### src/rtl/mfp_adc_max10_averager.sv
// Per-channel oversampling averager for the MAX10 ADC response stream.
// Sums 2**LOG2_AVG samples per channel and emits one truncated average per
// completed window. Beats on channels >= NUM_CH, and all beats while
// averaging is disabled, are registered straight through (1-cycle latency).
// Ports:
//   CLK, RESET                         clock, synchronous active-high reset
//   AVG_Enable                         1 = average, 0 = pass-through
//   AVG_Clear                          pulse: drop every partial window
//   IN_Valid/Channel/Data/SOP/EOP      ADC IP response beat (no backpressure)
//   OUT_Valid/Channel/Data/SOP/EOP     registered response beat to the core
module mfp_adc_max10_averager #(
  parameter int unsigned LOG2_AVG = 2,
  parameter int unsigned NUM_CH   = 18
) (
  input  logic        CLK,
  input  logic        RESET,
  input  logic        AVG_Enable,
  input  logic        AVG_Clear,
  input  logic        IN_Valid,
  input  logic [4:0]  IN_Channel,
  input  logic [11:0] IN_Data,
  input  logic        IN_SOP,
  input  logic        IN_EOP,
  output logic        OUT_Valid,
  output logic [4:0]  OUT_Channel,
  output logic [11:0] OUT_Data,
  output logic        OUT_SOP,
  output logic        OUT_EOP
);

  localparam int unsigned DW = 12;
  localparam int unsigned AW = DW + LOG2_AVG;
  // Keep the counter at least one bit wide so LOG2_AVG=0 stays legal.
  localparam int unsigned CW = (LOG2_AVG > 0) ? LOG2_AVG : 1;
  localparam logic [CW-1:0] CNT_LAST = CW'((1 << LOG2_AVG) - 1);

  logic [AW-1:0] acc [NUM_CH];
  logic [CW-1:0] cnt [NUM_CH];

  logic          avg_beat_c;
  logic [AW-1:0] sel_acc_c;
  logic [CW-1:0] sel_cnt_c;
  logic [AW-1:0] sum_c;
  logic          complete_c;

  // Window state of the addressed channel, as seen after any same-cycle clear.
  always_comb begin
    sel_acc_c = '0;
    sel_cnt_c = '0;
    for (int c = 0; c < int'(NUM_CH); c++) begin
      if (IN_Channel == 5'(c)) begin
        sel_acc_c = acc[c];
        sel_cnt_c = cnt[c];
      end
    end
    if (AVG_Clear) begin
      sel_acc_c = '0;
      sel_cnt_c = '0;
    end
    avg_beat_c = IN_Valid && AVG_Enable && (LOG2_AVG > 0) &&
                 (32'(IN_Channel) < 32'(NUM_CH));
    sum_c      = sel_acc_c + AW'(IN_Data);
    complete_c = (sel_cnt_c == CNT_LAST);
  end

  // Accumulators, counters and the registered output beat.
  always_ff @(posedge CLK) begin
    if (RESET) begin
      OUT_Valid   <= 1'b0;
      OUT_Channel <= '0;
      OUT_Data    <= '0;
      OUT_SOP     <= 1'b0;
      OUT_EOP     <= 1'b0;
      for (int c = 0; c < int'(NUM_CH); c++) begin
        acc[c] <= '0;
        cnt[c] <= '0;
      end
    end else begin
      OUT_Valid <= 1'b0;
      // Disable holds windows cleared; clear drops them before the beat lands.
      if (!AVG_Enable || AVG_Clear) begin
        for (int c = 0; c < int'(NUM_CH); c++) begin
          acc[c] <= '0;
          cnt[c] <= '0;
        end
      end
      if (avg_beat_c) begin
        for (int c = 0; c < int'(NUM_CH); c++) begin
          if (IN_Channel == 5'(c)) begin
            if (complete_c) begin
              acc[c] <= '0;
              cnt[c] <= '0;
            end else begin
              acc[c] <= sum_c;
              cnt[c] <= sel_cnt_c + CW'(1);
            end
          end
        end
        if (complete_c) begin
          OUT_Valid   <= 1'b1;
          OUT_Channel <= IN_Channel;
          OUT_Data    <= DW'(sum_c >> LOG2_AVG);
          OUT_SOP     <= IN_SOP;
          OUT_EOP     <= IN_EOP;
        end
      end else if (IN_Valid) begin
        OUT_Valid   <= 1'b1;
        OUT_Channel <= IN_Channel;
        OUT_Data    <= IN_Data;
        OUT_SOP     <= IN_SOP;
        OUT_EOP     <= IN_EOP;
      end
    end
  end

endmodule

### config.mk
export PLATFORM = sky130hd
export DESIGN_NAME = mfp_adc_max10_averager
export DESIGN_NICKNAME = d
export VERILOG_FILES = /design/src/rtl/mfp_adc_max10_averager.sv
export SDC_FILE = /design/constraint.sdc
export NUM_CORES = 1
export LEC_CHECK = 0
export BUFFER_PORTS_ARGS = -buffer_cell sky130_fd_sc_hd__buf_4
export CORE_UTILIZATION = 65
export CTS_BUF_LIST = sky130_fd_sc_hd__clkbuf_8
export DETAILED_ROUTE_END_ITERATION = 10
export PLACE_DENSITY_LB_ADDON = 0.25
export SETUP_SLACK_MARGIN = 0.02
export SYNTH_ARGS = -nofsm -noshare
export SYNTH_HDL_FRONTEND = slang
export SYNTH_SLANG_ARGS = --single-unit
### constraint.sdc
create_clock -name CLK -period 14.4 [get_ports CLK]
set_input_delay 0.72 -clock CLK [delete_from_list [all_inputs] [get_ports CLK]]
set_output_delay 0.72 -clock CLK [all_outputs]
set_load 0.01 [all_outputs]
# Word level (Yosys, flattened, before mapping)
# Memory sizes are Yosys's and may differ from the RTL's.
# Index checks and enable logic that the tools add are counted.
[op_classes]
reduce_logical = 7
n_mux = 311
eq_ne = 19
order_cmp = 1
n_addsub = 2
bitwise = 108
[op_table]
columns = ["cell", "count"]
rows = [
  ["14-bit 2-to-1 mux", 73],
  ["1-bit 2-to-1 mux", 159],
  ["2-bit 2-to-1 mux", 73],
  ["1-bit OR", 108],
  ["5-bit by 4-bit equality test with 1-bit output (second input constant)", 8],
  ["12-bit 2-to-1 mux", 3],
  ["5-bit by 3-bit equality test with 1-bit output (second input constant)", 4],
  ["5-bit 2-to-1 mux", 3],
  ["14-bit by 12-bit adder with 14-bit output", 1],
  ["5-bit by 2-bit equality test with 1-bit output (second input constant)", 2],
  ["5-bit equality test (second input constant)", 2],
  ["5-bit by 1-bit equality test with 1-bit output (second input constant)", 1],
  ["5-bit zero test", 1],
  ["5-bit < comparator (second input constant)", 1],
  ["2-bit by 1-bit adder with 2-bit output (second input constant)", 1],
  ["2-bit equality test (second input constant)", 1],
  ["1-bit logical AND", 2],
  ["2-bit by 1-bit inequality test with 1-bit output (second input constant)", 1],
  ["2-bit AND reduction", 1],
  ["2-bit nonzero test", 1],
  ["1-bit zero test", 1],
  ["1-bit logical OR", 1],
]
[totals]
ram_bits = 288
inputBits = 24
n_memories = 2
ff_bits = 20
output_inout_bits = 20
[memory_table]
columns = ["memory", "depth", "word_bits", "rd", "rd_ports_with_merged_regs", "write_ports", "line_no", "rtl"]
rows = [
  ["acc", 18, 14, 18, 0, 18, "37", "logic [AW-1:0] acc [NUM_CH];"],
  ["cnt", 18, 2, 18, 0, 18, "38", "logic [CW-1:0] cnt [NUM_CH];"],
]

# Logic depth before layout (Yosys ltp)
[logic_depth]
depth_word = 28
depth_mapped = 22
depth_no_buf = 16

# Worst setup path before layout
# Ideal clock, no wire load.
[synth_path]
path_type = "in2reg"
start = "input port IN_Channel[4]"
end = "memory acc[16][0] in the netlist's numbering, enable pin"
arrival_ps = 4697
n_path_buf = 3
setup_slack_ps = 9256
required_ps = 13953
setup_ps = 447
path_stages = 12
path_cell_list = "buf_2 buf_2 or3b_1 nor2_1 a22oi_1 nand4_1 nor3_1 nor3_4 buf_6 ha_1 nand2_1 o311ai_0"
[synth_rtl]
columns = ["element", "line_no", "rtl"]
rows = [
  ["start, declared", "20", "input logic [4:0] IN_Channel,"],
  ["end, declared", "37", ""],
]

==> flow_summary.rst <==
.. list-table::
   :header-rows: 1

   * - Metric
     - Value
   * - Status
     - finished clean
   * - Via count normalized by instance count
     - 6.88
   * - Share of total power in combinational logic
     - 8.8%
   * - Final critical-path share of the clock period
     - 41.2%
   * - Clock tree from TritonCTS
     - done
   * - Filler Cell Count
     - 1,451
   * - Number of enable-type register cells in the synthesized netlist
     - 288
   * - Insertion delay of the later-clocked pin in the worst-skew pair
     - 0.60 ns
   * - Number of diodes added for antenna fixing
     - 0
   * - Cell Area, Synth
     - 0.0142 mm²
   * - Data arrival, critical path
     - 6.22 ns
   * - Max rail drop VDD
     - 76.4 µV
   * - Critical-path maximum fanout
     - 45
   * - Maximum clock rate
     - 0.169 GHz
   * - Setup violation total in the final timing report
     - 0
   * - Final GP Congestion
     - 0.955
   * - Sequential Power Share
     - 54.0%
   * - Chip Height
     - 150 µm
   * - Final Max Slew Viols
     - 0
   * - Distinct cell type count of the synthesized netlist
     - 81
   * - Ratio of cells with drive above 1 in the final layout
     - 14.8%
   * - Initial standard-cell utilization of the core
     - 67.0%
   * - Pin count of the biggest net entering global routing
     - 46
   * - Slew at the pin closest to its max-slew limit
     - 1.37 ns
   * - Clock sink count
     - 308
   * - PwrDens
     - 120 mW/mm²
   * - Initial antenna violation count
     - 0
   * - Max-slew headroom at the worst pin
     - 8.55%
   * - Sum of overflow across all layers after global routing
     - 0
   * - Average wire per standard cell
     - 25.6 µm
   * - Quantity of hold-fixing buffers added after cts
     - 0
   * - Post-CTS setup-driven buffer insertion count
     - 0
   * - DRT antenna net count
     - 0
   * - Wire length of the first global-routing pass
     - 61,200 µm
   * - Predominant post-synthesis flop cell
     - sky130_fd_sc_hd__edfxtp_1
   * - Number of nets produced by synthesis
     - 1,300
   * - Most common library cell in the layout ignoring fill and taps
     - sky130_fd_sc_hd__nor2_1
   * - Avg Inst Size Synth
     - 11.3 µm²
   * - Fraction of power spent switching nets
     - 25.5%
   * - Number of global-route vias before repair
     - 10,300
   * - Net Switching
     - 480 µW
   * - Routed vias
     - 11,100
   * - I/O pin count
     - 44
   * - Clock buffers created by TritonCTS
     - 49
   * - HPWL after detailed placement
     - 26,800 µm
   * - Clock transition at the register clock pins on the worst setup and hold paths after CTS
     - 0.07 ns
   * - Nature of the critical path startpoint
     - input port
   * - Lkg Pwr
     - 0.00596 µW
   * - Internal Power
     - 1400 µW
   * - CTS Root Cell
     - sky130_fd_sc_hd__clkbuf_8
   * - Nature of the critical path endpoint
     - flip-flop
   * - Async S/R FF share, synth
     - 0%
   * - Register bit count reported by yosys
     - 308
   * - Final net count
     - 1,333
   * - Max Cap Viol
     - 0
   * - Final hold slack
     - 0.380 ns
   * - Chip Width
     - 150 µm
   * - Die area
     - 0.0225 mm²
   * - RSZ-0062 raised after global routing
     - false
   * - Hold violation count in the final report
     - 0
   * - Data required time of the critical path
     - 14.69 ns
   * - Fin Clk Skew
     - 0.0323 ns
   * - Worst hold path class
     - in -> reg
   * - Clock Path Buffers
     - 3
   * - Post-Route Setup TNS
     - 0 ns
   * - Post-cts repair resize count
     - 0
   * - # port buffers
     - 43
   * - Synthesized netlist cell count
     - 1,262
   * - Initial drt markers
     - 1,857
   * - Commonest cells after routing, fill and taps aside
     - sky130_fd_sc_hd__nor2_1, sky130_fd_sc_hd__edfxtp_1, sky130_fd_sc_hd__nand2_1
   * - FP Rows
     - 53
   * - Share of power burned in the clock network
     - 37.2%
   * - Global Route Usage Sum
     - 37.6%
   * - Area grow syn2layout
     - 10.0%
   * - Warnings from Yosys
     - 0
   * - TritonRoute pass-1 iters
     - 8
   * - Fraction of the yosys area taken by sequential cells
     - 63.6%
   * - Post-layout min period
     - 5.93 ns
   * - Total wire length after detailed routing
     - 41,200 µm
   * - Category of the most critical setup path
     - in -> reg
   * - Number of levels in the clock H-tree
     - 2
   * - DRC Markers
     - 0
   * - Core region area
     - 0.0212 mm²
## power by group through the flow
stage,Sequential [µW],Combinational [µW],Clock (µW)
after floorplan,1030,98.5,0
after global placement,1030,158,0
after detailed placement,1040,160,0
after CTS,1020,161,695
after global routing,1020,174,736
final,1020,166,701
## path summary, 6_finish.rpt
path / from / endpoint / slack (ns) / depth (start not counted)
setup / recovery: IN_Channel[0] / acc[15][11] / 8.47 / 18
hold / removal: IN_EOP / OUT_EOP / 0.38 / 3
setup reg to reg: acc[4][3] / acc[15][11] / 9.45 / 14
hold reg to reg: OUT_SOP / OUT_SOP / 0.46 / 2
## area by class of cell
class	instances	area (µm²)	share of cell area (%)
Inverter	13	48.8	0.312
Tap cell	275	344	2.20
Sequential cell	308	9050	57.8
Clock buffer	53	729	4.66
Clock inverter	34	166	1.06
Timing Repair Buffer	77	578	3.69
Multi-Input combinational cell	846	4730	30.2
## through the flow
stage                     utilization, %  instance area (µm²)  setup slack (ns)  total power [µW]  std cells
after floorplan                        -                14200              9.26              1130       1262
after detailed placement            69.5                14800              8.14              1200       1519
after global routing                73.7                15600              8.39              1930       1606
final                               73.7                15600              8.47              1880       1606
after CTS                           73.7                15600              8.72              1870       1606
after global placement              69.5                14800              8.28              1190       1519
## synth_stat cells, types with 7 or more instances
| master | count | area, µm² |
|---|---|---|
| sky130_fd_sc_hd__a222oi_1 | 10 | 100 |
| sky130_fd_sc_hd__nand2b_1 | 15 | 93.8 |
| sky130_fd_sc_hd__nor2_1 | 329 | 1230 |
| sky130_fd_sc_hd__inv_1 | 10 | 37.5 |
| sky130_fd_sc_hd__dfxtp_1 | 20 | 400 |
| sky130_fd_sc_hd__o221ai_1 | 8 | 70.1 |
| sky130_fd_sc_hd__a221oi_1 | 10 | 87.6 |
| sky130_fd_sc_hd__a211oi_1 | 14 | 105 |
| sky130_fd_sc_hd__mux2i_1 | 12 | 120 |
| sky130_fd_sc_hd__nor2b_1 | 7 | 43.8 |
| sky130_fd_sc_hd__o21ai_0 | 47 | 235 |
| sky130_fd_sc_hd__a31oi_1 | 8 | 50.1 |
| sky130_fd_sc_hd__nand3_1 | 36 | 180 |
| sky130_fd_sc_hd__nand4_1 | 7 | 43.8 |
| sky130_fd_sc_hd__buf_2 | 22 | 110 |
| sky130_fd_sc_hd__a22oi_1 | 35 | 263 |
| sky130_fd_sc_hd__o22ai_1 | 16 | 100 |
| sky130_fd_sc_hd__edfxtp_1 | 288 | 8650 |
| sky130_fd_sc_hd__a21oi_1 | 48 | 240 |
| sky130_fd_sc_hd__nor2_2 | 23 | 144 |
| sky130_fd_sc_hd__ha_1 | 13 | 163 |
| sky130_fd_sc_hd__nor3_1 | 16 | 80.1 |
| sky130_fd_sc_hd__nand2_1 | 79 | 297 |
| sky130_fd_sc_hd__clkbuf_1 | 61 | 229 |
## sequential cells by signal, summed over array words and instances, names as in the netlist
signal       flops
OUT_Valid        1
OUT_Channel      5
OUT_Data        12
cnt             36
acc            252
OUT_EOP          1
OUT_SOP          1
## cell families (layout without fill, tap and decap cells)
kind of cell / count (synthesis) / after routing / share of synthesized area (%)
AO/OA/AOI/OAI: 252 / 252 / 12.4
XOR/XNOR: 12 / 12 / 0.897
adder cells (fa/ha/maj): 14 / 14 / 1.28
buffers and inverters: 108 / 177 / 3.53
flip-flops: 308 / 308 / 63.6
multiplexers: 17 / 17 / 1.24
AND/OR/NAND/NOR: 551 / 551 / 17.0
## metal layers
metal | vias to the layer above | global-route usage, % | wire length (µm)
li1 | 4686 | - | -
met1 | 5148 | 51.1 | 14300
met2 | 1029 | 56.1 | 18100
met3 | 193 | 9.82 | 6390
met4 | 0 | 19.5 | 2380
met5 | - | 0 | 0
## critical path, stage by stage
cell and delay, ns:
sky130_fd_sc_hd__buf_4 0.34, sky130_fd_sc_hd__buf_4 0.53, sky130_fd_sc_hd__or3_1 0.31, sky130_fd_sc_hd__nor2_1 0.06
sky130_fd_sc_hd__buf_4 0.20, sky130_fd_sc_hd__a22o_1 0.19, sky130_fd_sc_hd__a211oi_1 0.18, sky130_fd_sc_hd__a31oi_1 0.10
sky130_fd_sc_hd__a2111oi_0 0.88, sky130_fd_sc_hd__nor4_1 0.17, sky130_fd_sc_hd__ha_1 0.40, sky130_fd_sc_hd__o21ai_0 0.11
sky130_fd_sc_hd__o21bai_1 0.14, sky130_fd_sc_hd__o41ai_2 0.50, sky130_fd_sc_hd__o21ai_0 0.19, sky130_fd_sc_hd__a21oi_1 0.26
sky130_fd_sc_hd__xor2_2 0.82, sky130_fd_sc_hd__nor2_1 0.09
No activity file was read; power rests on OpenSTA's default activity.
